**config.mk**
```make
export PLATFORM = sky130hd
export DESIGN_NAME = mips_cpu_regfile_mp
export DESIGN_NICKNAME = d
export VERILOG_FILES = /design/src/rtl/mips_cpu_pkg.sv /design/src/rtl/mips_cpu_regfile_sweep.sv /design/src/rtl/mips_cpu_regfile_mp.sv
export SDC_FILE = /design/constraint.sdc
export NUM_CORES = 2
export LEC_CHECK = 0
export BUFFER_PORTS_ARGS = -buffer_cell sky130_fd_sc_hd__buf_4
export CAP_MARGIN = 20
export CORE_ASPECT_RATIO = 0.8
export CORE_MARGIN = 5
export CORE_UTILIZATION = 43
export DETAILED_ROUTE_END_ITERATION = 12
export GPL_TIMING_DRIVEN = 1
export MAX_ROUTING_LAYER = met4
export RECOVER_POWER = 50
export SLEW_MARGIN = 40
export SYNTH_ARGS = -nofsm -noshare
export SYNTH_HDL_FRONTEND = slang
export SYNTH_SLANG_ARGS = --single-unit
```
**constraint.sdc**
```tcl
create_clock -name clk -period 2.9 [get_ports clk]
set_input_delay 0 -clock clk [delete_from_list [all_inputs] [get_ports clk]]
set_output_delay 0 -clock clk [all_outputs]
set_load 0.005 [all_outputs]
```
**src/rtl/mips_cpu_pkg.sv**
```systemverilog
// Shared constants and types for the MIPS32 core register file.
// Parameter defaults of the register file come from here.
package mips_cpu_pkg;

    localparam int REG_DATA_W = 32;
    localparam int REG_ADDR_W = 5;
    localparam int REG_V0     = 2;

    typedef enum logic {
        RF_IDLE,
        RF_SWEEP
    } rf_state_t;

endpackage

```
**src/rtl/mips_cpu_regfile_sweep.sv**
```systemverilog
// Clear engine for the register file: walks idx from 1 to DEPTH-1,
// zeroing one register per cycle while busy is high.
module mips_cpu_regfile_sweep
    import mips_cpu_pkg::*;
#(
    parameter int ADDR_W = REG_ADDR_W
) (
    input  logic              clk,
    input  logic              reset,
    input  logic              clear_req,
    output logic              busy,
    output logic              sweep_we,
    output logic [ADDR_W-1:0] sweep_idx,
    output rf_state_t         state_o
);

    localparam logic [ADDR_W-1:0] LAST_IDX = '1;

    rf_state_t         state_q, state_d;
    logic [ADDR_W-1:0] idx_q, idx_d;

    always_ff @(posedge clk) begin
        if (reset) begin
            state_q <= RF_IDLE;
            idx_q   <= '0;
        end else begin
            state_q <= state_d;
            idx_q   <= idx_d;
        end
    end

    // Register 0 is hard-wired to zero, so the sweep starts at 1.
    always_comb begin
        state_d  = state_q;
        idx_d    = idx_q;
        busy     = 1'b0;
        sweep_we = 1'b0;
        case (state_q)
            RF_IDLE: begin
                if (clear_req) begin
                    state_d = RF_SWEEP;
                    idx_d   = ADDR_W'(1);
                end
            end
            RF_SWEEP: begin
                busy     = 1'b1;
                sweep_we = 1'b1;
                idx_d    = idx_q + ADDR_W'(1);
                if (idx_q == LAST_IDX) begin
                    state_d = RF_IDLE;
                    idx_d   = '0;
                end
            end
            default: begin
                state_d = RF_IDLE;
                idx_d   = '0;
            end
        endcase
    end

    assign sweep_idx = idx_q;
    assign state_o   = state_q;

endmodule

```
**src/rtl/mips_cpu_regfile_mp.sv**
```systemverilog
// Multi-read-port register file with write bypass, pending scoreboard
// and a sequential clear engine.
module mips_cpu_regfile_mp
    import mips_cpu_pkg::*;
#(
    parameter int DATA_W  = REG_DATA_W,
    parameter int ADDR_W  = REG_ADDR_W,
    parameter int N_RD    = 2,
    parameter int DBG_REG = REG_V0
) (
    input  logic                     clk,
    input  logic                     reset,
    input  logic                     wr_en,
    input  logic [ADDR_W-1:0]        wr_addr,
    input  logic [DATA_W-1:0]        wr_data,
    input  logic [N_RD*ADDR_W-1:0]   rd_addr,
    output logic [N_RD*DATA_W-1:0]   rd_data,
    output logic [N_RD-1:0]          rd_pending,
    input  logic                     rsv_en,
    input  logic [ADDR_W-1:0]        rsv_addr,
    input  logic                     clear_req,
    output logic                     busy,
    output logic [DATA_W-1:0]        dbg_data
);

    localparam int                DEPTH   = 2 ** ADDR_W;
    localparam logic [ADDR_W-1:0] DBG_IDX = ADDR_W'(DBG_REG);

    logic [DATA_W-1:0] array_q [DEPTH];
    logic [DATA_W-1:0] array_d [DEPTH];
    logic [DEPTH-1:0]  pending_q, pending_d;

    logic              sweep_we;
    logic [ADDR_W-1:0] sweep_idx;
    rf_state_t         sweep_state;
    logic              in_sweep;
    logic              wr_ok;
    logic              rsv_ok;

    mips_cpu_regfile_sweep #(
        .ADDR_W (ADDR_W)
    ) u_sweep (
        .clk       (clk),
        .reset     (reset),
        .clear_req (clear_req),
        .busy      (busy),
        .sweep_we  (sweep_we),
        .sweep_idx (sweep_idx),
        .state_o   (sweep_state)
    );

    // All strobes are single-cycle with no backpressure; the only flow
    // control is busy, during which writes, reserves and clear_req drop.
    assign in_sweep = (sweep_state == RF_SWEEP);
    assign wr_ok    = wr_en  && (wr_addr  != '0) && !in_sweep;
    assign rsv_ok   = rsv_en && (rsv_addr != '0) && !in_sweep;

    // Reserve is applied after the write so a same-cycle pair leaves pending set.
    always_comb begin
        array_d   = array_q;
        pending_d = pending_q;
        if (sweep_we) begin
            array_d[sweep_idx]   = '0;
            pending_d[sweep_idx] = 1'b0;
        end else begin
            if (wr_ok) begin
                array_d[wr_addr]   = wr_data;
                pending_d[wr_addr] = 1'b0;
            end
            if (rsv_ok) begin
                pending_d[rsv_addr] = 1'b1;
            end
        end
    end

    always_ff @(posedge clk) begin
        if (reset) begin
            array_q   <= '{default: '0};
            pending_q <= '0;
        end else begin
            array_q   <= array_d;
            pending_q <= pending_d;
        end
    end

    for (genvar p = 0; p < N_RD; p++) begin : g_rd
        logic [ADDR_W-1:0] ra;
        logic              bypass;
        logic [DATA_W-1:0] data_d, data_q;
        logic              pend_d, pend_q;

        assign ra     = rd_addr[p*ADDR_W +: ADDR_W];
        assign bypass = wr_ok && (wr_addr == ra);

        // Pending flag reflects this cycle's reserve/write so issue sees it at once.
        always_comb begin
            data_d = '0;
            pend_d = 1'b0;
            if (!in_sweep) begin
                data_d = bypass ? wr_data : array_q[ra];
                pend_d = pending_d[ra];
            end
        end

        always_ff @(posedge clk) begin
            if (reset) begin
                data_q <= '0;
                pend_q <= 1'b0;
            end else begin
                data_q <= data_d;
                pend_q <= pend_d;
            end
        end

        assign rd_data[p*DATA_W +: DATA_W] = data_q;
        assign rd_pending[p]               = pend_q;
    end

    // Debug tap has no bypass: it shows the stored value only.
    assign dbg_data = array_q[DBG_IDX];

endmodule

```
# Word level (Yosys, flattened, before mapping)
# Index checks and enable logic that the tools add are counted.
# totals
reg_bits,1128
inputBits,57
# op_classes
add_sub_neg,1
n_lt_le_gt_ge,14
n_eq_ne,4
mux,36
n_bitwise,12
n_reduce_logical,16
# op_table
cell,count
$mux W1024,2
$and A1024 B1024 Y1024,1
$bwmux W1024,1
$not A1024 Y1024,1
$mux W32,12
$bmux W32 S5,2
$demux W32 S5,2
$and A32 B32 Y32,2
$not A32 Y32,2
$or A32 B32 Y32,1
$lt A5 B6 Y1 const B,5
$ge A6 B6 Y1 const B,4
$not A5 Y6,4
$demux W1 S5,3
$ge A5 B1 Y1 const B,3
$lt A6 B1 Y1 const B,2
$logic_and A1 B1 Y1,11
$bmux W1 S5,2
$eq A5 B5 Y1,2
$mux W5,2
$pmux W5 S2,1
$reduce_bool A5 Y1,2
$mux W1,8
$add A5 B1 Y5 const B,1
other kinds (7),7

# Depth between registers and ports, before layout
# logic_depth
depth_word,13
depth_mapped,10
ltp_nobuf,9

# Modules after synthesis
# A second synthesis with hierarchy kept.
# unflattened
hier_cells,5078
area_unflattened_um2,55210.5
# modules_own_cells
module,n_inst,cells_each,area_each_um2,seq_area_each_um2
mips_cpu_regfile_mp,1,5042,54881.4,22461.5
mips_cpu_regfile_sweep,1,36,329.1,120.1

# Least setup slack after synthesis
# OpenSTA, ideal clock, no wires.
# synth_path
kind,flip-flop to flip-flop
start,"register u_sweep.state_q, in the netlist u_sweep.state_o"
end,register g_rd[1].pend_q
setup_time_ps,131
arrival_ps,2164
slack_ps,606
stages_incl_launch_ff,9
path_buffers,1
synth_period_minus_slack_ps,2294
path_cell_list,dfxtp_1 > or4b_4 > buf_6 > o21ai_2 > a21oi_1 > mux4_2 > o2bb2ai_1 > nor4_1 > nor3_1
# synth_between
elab_chain_len,9
elab_cells_between_ends,12
# synth_lines
element,line_no,rtl
from (decl),mips_cpu_regfile_sweep.sv:19,"rf_state_t state_q, state_d;"
from (signal assigned),mips_cpu_regfile_sweep.sv:27,state_q <= state_d;
$logic_not A1 Y1,-,
$logic_and A1 B1 Y1,mips_cpu_regfile_mp.sv:55,assign wr_ok = wr_en && (wr_addr != '0) && !in_sweep;
$mux W32,mips_cpu_regfile_mp.sv:66,if (wr_ok) begin
$mux W32,mips_cpu_regfile_mp.sv:62,if (sweep_we) begin
$or A32 B32 Y32 (no source line),-,
$mux W32,mips_cpu_regfile_mp.sv:70,if (rsv_ok) begin
$mux W32,mips_cpu_regfile_mp.sv:62,
$bmux W1 S5,mips_cpu_regfile_mp.sv:101,pend_d = pending_d[ra];
$mux W1 (implied by the code),mips_cpu_regfile_mp.sv:101,
to (signal assigned),mips_cpu_regfile_mp.sv:111,pend_q <= pend_d;
to (decl),mips_cpu_regfile_mp.sv:90,"logic pend_d, pend_q;"
# Parallel ways exist; a longest one is shown, timed or not. The select of a mux whose other input is x is not followed.
# A chain may end at the register's enable or synchronous reset.

# Final worst setup path
# layout_path
start,"register u_sweep.state_q, in the netlist u_sweep.state_o"
end,register array_q[838] (netlist bit)
# layout_between
elab_chain_len,3
elab_cells_between_ends,5
# layout_lines
element,line_no,rtl
$logic_not A1 Y1,-,
$logic_and A1 B1 Y1,mips_cpu_regfile_mp.sv:55,
$reduce_bool A2 Y1 (no source line),-,
to (signal assigned),mips_cpu_regfile_mp.sv:81,array_q <= array_d;
to (decl),mips_cpu_regfile_mp.sv:29,logic [DATA_W-1:0] array_q [DEPTH];
# Parallel ways exist; a longest one is shown, timed or not.

==> summary.txt <==
Final layout
  – Ant. Diodes: 0
  – Synth-to-Final Area Change: 14.37%
  – Number of non-filler instances in the completed layout: 6723
  – Final non-filler cell area: 62920 um2
  – Share of cells above drive strength 1: 25.17%
  – Final core utilization: 49.46%
  – Layout Nets: 5035

GRT
  – Largest net degree at the start of global routing: 175
  – Most used routing layer: met2
  – Global-route wire length before repair: 313.3 mm
  – Gr ovfl total: 0
  – Initial antenna violation count: 2
  – Tot GR Track Use: 32.13%
  – Grt met1 use: 42.24%
  – Number of global-route vias before repair: 43967
  – Met2 usage: 46.46%
  – Met3 usage: 10.01%

Setup path
  – Launching point of the worst reg2reg path: u_sweep.state_o
  – Crit path DAT: 3.46 ns
  – Sort of element at the start of the critical path: flip-flop
  – Critical path peak fanout: 22
  – Data required time of the worst path: 3.52 ns
  – WS Path Type: flip-flop to flip-flop
  – Reg-to-reg critical path endpoint: array_q[838]
  – Worst R2R Setup Slack: 0.06 ns
  – Origin of the worst setup path: u_sweep.state_o
  – Worst-case reg-to-reg path depth: 7
  – Critical path capture point type: flip-flop

Place
  – Placement-stage cell area: 58820 um2
  – Post-Place Cells: 6469
  – RD Place Congestion: 0.9180
  – Dpl hpwl: 126.9 mm
  – Dpl ws: 0.2947 ns
  – Port-buffer cells: 155

Clocking
  – TritonCTS clock tree: built
  – Number of buffers inserted during clock tree synthesis: 116
  – Clk Tree Root Cell: sky130_fd_sc_hd__clkbuf_16
  – Clock-pin transition on the worst setup and hold timing paths: 0.07 ns
  – CTS max path bufs: 3
  – Max H-tree Level: 3
  – Number of sinks handled by clock tree synthesis: 1128
  – Clock latency on the worst-skew pair: 0.79 ns

Die
  – Height of the chip: 329.9 um
  – Placeable core area: 127200 um2
  – Initial core utilization: 43.25%
  – Area enclosed by the die boundary: 135200 um2
  – Total number of placement rows: 117
  – Die width: 409.9 um
  – Number of primary I/O pins: 156

Route
  – Antenna Violating Nets Remaining: 0
  – DRC viols: 0
  – Wirelength, routed: 216.1 mm
  – DR pass1 iterations: 6
  – Post-detailed-route wirelength per cell: 32.14 um
  – Drt first-iter violations: 6965
  – Via-per-instance ratio: 6.845
  – Vias after detailed routing: 46017

STA
  – # setup viols final: 0
  – Final number of hold-violating endpoints: 0
  – Final clock period utilization by the worst path: 97.93%
  – Actual slew at the worst max-slew pin: 1.493 ns
  – Total negative slack: 0 ns
  – Slew headroom: 0.4465%
  – Fmax: 352.1 MHz
  – Fin crit period: 2.840 ns
  – Worst-case hold slack: 0.06441 ns
  – Final setup margin: 0.05999 ns
  – RSZ-0062 raised after global routing: no
  – Number of max-slew violations in the final report: 0
  – Clk_skew: 0.05692 ns

Synth
  – Syn nets: 5127
  – Combined area of all synthesized cells: 55020 um2
  – Register area share after synthesis: 41.05%
  – Leading post-synthesis cells by cell area: sky130_fd_sc_hd__dfxtp_1 (41%), sky130_fd_sc_hd__mux4_2 (26%), sky130_fd_sc_hd__a22oi_1 (14%)
  – Cells after Synth: 5065
  – Commonest cells in the netlist: sky130_fd_sc_hd__nor2_1 (1144), sky130_fd_sc_hd__dfxtp_1 (1128), sky130_fd_sc_hd__a22oi_1 (1006)
  – Yosys top cell area share: 41.05%
  – Share of synthesized registers carrying an async set or reset: 0%
  – Number of distinct library cell variants in the gate-level netlist after synthesis: 65
  – Number of enable-type register cells in the synthesized netlist: 0
  – Mean instance size in the synthesized netlist: 10.86 um2
  – Synthesized flop and latch total: 1128
  – Library cell with the highest instance count after synthesis: sky130_fd_sc_hd__nor2_1
  – Syn. warnings: 0
  – Top cell type by total area after synthesis: sky130_fd_sc_hd__dfxtp_1
  – Synth Flop Type: sky130_fd_sc_hd__dfxtp_1

Status
  – Result of the run: finished, violations left
  – Violations in the final reports: max-capacitance violations

Power
  – Total design power: 34.45 mW
  – PD cells: 547.4 nW/um2
  – Leakage power of the design: 21.63 nW
  – Worst vdd ir: 0.5388 mV

Hold path
  – Min-delay worst type: input port to flip-flop
  – Min-Delay Endpoint: pending_q[8]
  – Hold_sp: rsv_en
  – Hold path depth: 6

Flow run
  – Max cap viols: 1
[cell usage in the layout, fill, tap and decap left out, types with 7 or more instances in the layout]
cell type	Yosys	final
sky130_fd_sc_hd__dfxtp_1	1128	1127
sky130_fd_sc_hd__nor2_1	1144	1111
sky130_fd_sc_hd__a22oi_1	1006	1006
sky130_fd_sc_hd__mux4_2	644	644
sky130_fd_sc_hd__buf_4	63	211
sky130_fd_sc_hd__clkbuf_16	0	117
sky130_fd_sc_hd__clkbuf_4	0	82
sky130_fd_sc_hd__a211oi_1	68	68
sky130_fd_sc_hd__mux2i_1	67	67
sky130_fd_sc_hd__buf_12	0	56
sky130_fd_sc_hd__dlygate4sd3_1	0	51
sky130_fd_sc_hd__clkbuf_1	527	49
sky130_fd_sc_hd__o21ai_0	42	42
sky130_fd_sc_hd__and2_1	38	33
sky130_fd_sc_hd__nor2_4	0	33
sky130_fd_sc_hd__nand3_1	33	33
sky130_fd_sc_hd__nor2b_1	24	24
sky130_fd_sc_hd__clkbuf_8	0	24
sky130_fd_sc_hd__clkbuf_2	1	23
sky130_fd_sc_hd__a21oi_1	34	21
sky130_fd_sc_hd__nand2_1	21	21
sky130_fd_sc_hd__clkinv_2	0	17
sky130_fd_sc_hd__bufinv_16	0	14
sky130_fd_sc_hd__a21oi_4	0	13
sky130_fd_sc_hd__inv_1	13	12
sky130_fd_sc_hd__nor3_1	11	11
sky130_fd_sc_hd__buf_8	0	11
sky130_fd_sc_hd__o31ai_1	9	9
sky130_fd_sc_hd__a221oi_1	8	8
sky130_fd_sc_hd__nand2b_1	7	7
[what timing repair did]
action | 4_1_cts | 5_1_grt
hold buffers | 51 | 0
setup buffers | 0 | 0
hold endpoints to repair | 1091 | 0
resized for setup | 0 | 0
[sequential cells by signal (all words and copies together), names as in the netlist]
register           cells
array_q              992
g_rd.data_q           64
dbg_data              32
pending_q             32
u_sweep.sweep_idx      5
g_rd.pend_q            2
u_sweep.state_o        1
[routing by layer]
| metal | wire [um] | part of all wire (%) | up-vias |
|---|---|---|---|
| li1 | - | - | 19039 |
| met1 | 82990 | 38 | 23093 |
| met2 | 93660 | 43 | 3272 |
| met3 | 29330 | 14 | 613 |
| met4 | 10090 | 4.7 | 0 |
| met5 | 0 | 0 | - |
[critical path: stages (launching register included)]
cell and delay (ns):
sky130_fd_sc_hd__dfxtp_2 0.36, sky130_fd_sc_hd__nand4bb_1 0.52, sky130_fd_sc_hd__buf_4 0.37, sky130_fd_sc_hd__nor2_1 0.43, sky130_fd_sc_hd__a21oi_1 0.17, sky130_fd_sc_hd__clkbuf_4 0.47
sky130_fd_sc_hd__a22oi_1 0.29, sky130_fd_sc_hd__nor2_1 0.07
[final cells by class]
cell class,instances,area [um2]
Clock buffer,156,3314
Clock inverter,46,714.4
Fill cell,11340,64290
Inverter,14,57.56
Multi-Input combinational cell,3242,29890
Sequential cell,1128,22580
Tap cell,1666,2085
Timing Repair Buffer,471,4273
[power by group]
part           leakage [nW]  internal [mW]  switching, mW
logic                  10.6          0.929           1.78
registers              9.09           15.6         0.0748
clock network          1.98           9.25           6.82
[worst max path at each step]
stage / slack [ns] / end / depth (start not counted)
after floorplan: 0.61 / g_rd[1].pend_q / 8
after detailed placement: 0.29 / array_q[461] / 7
after global routing: 0.03 / array_q[370] / 5
after CTS: 0.22 / g_rd[1].pend_q / 10
after global placement: 0.25 / g_rd[0].pend_q / 8
final: 0.06 / array_q[838] / 7
[cells by family after synthesis]
| kind of cell | synth area share [%] |
|---|---|
| AO/OA/AOI/OAI | 16.14 |
| XOR/XNOR | 0.1592 |
| adder cells (fa/ha/maj) | 0.1137 |
| buffers and inverters | 5.335 |
| flip-flops | 41.05 |
| multiplexers | 27.58 |
| AND/OR/NAND/NOR | 9.627 |
Note: power is estimated with default switching activity, not from simulation.
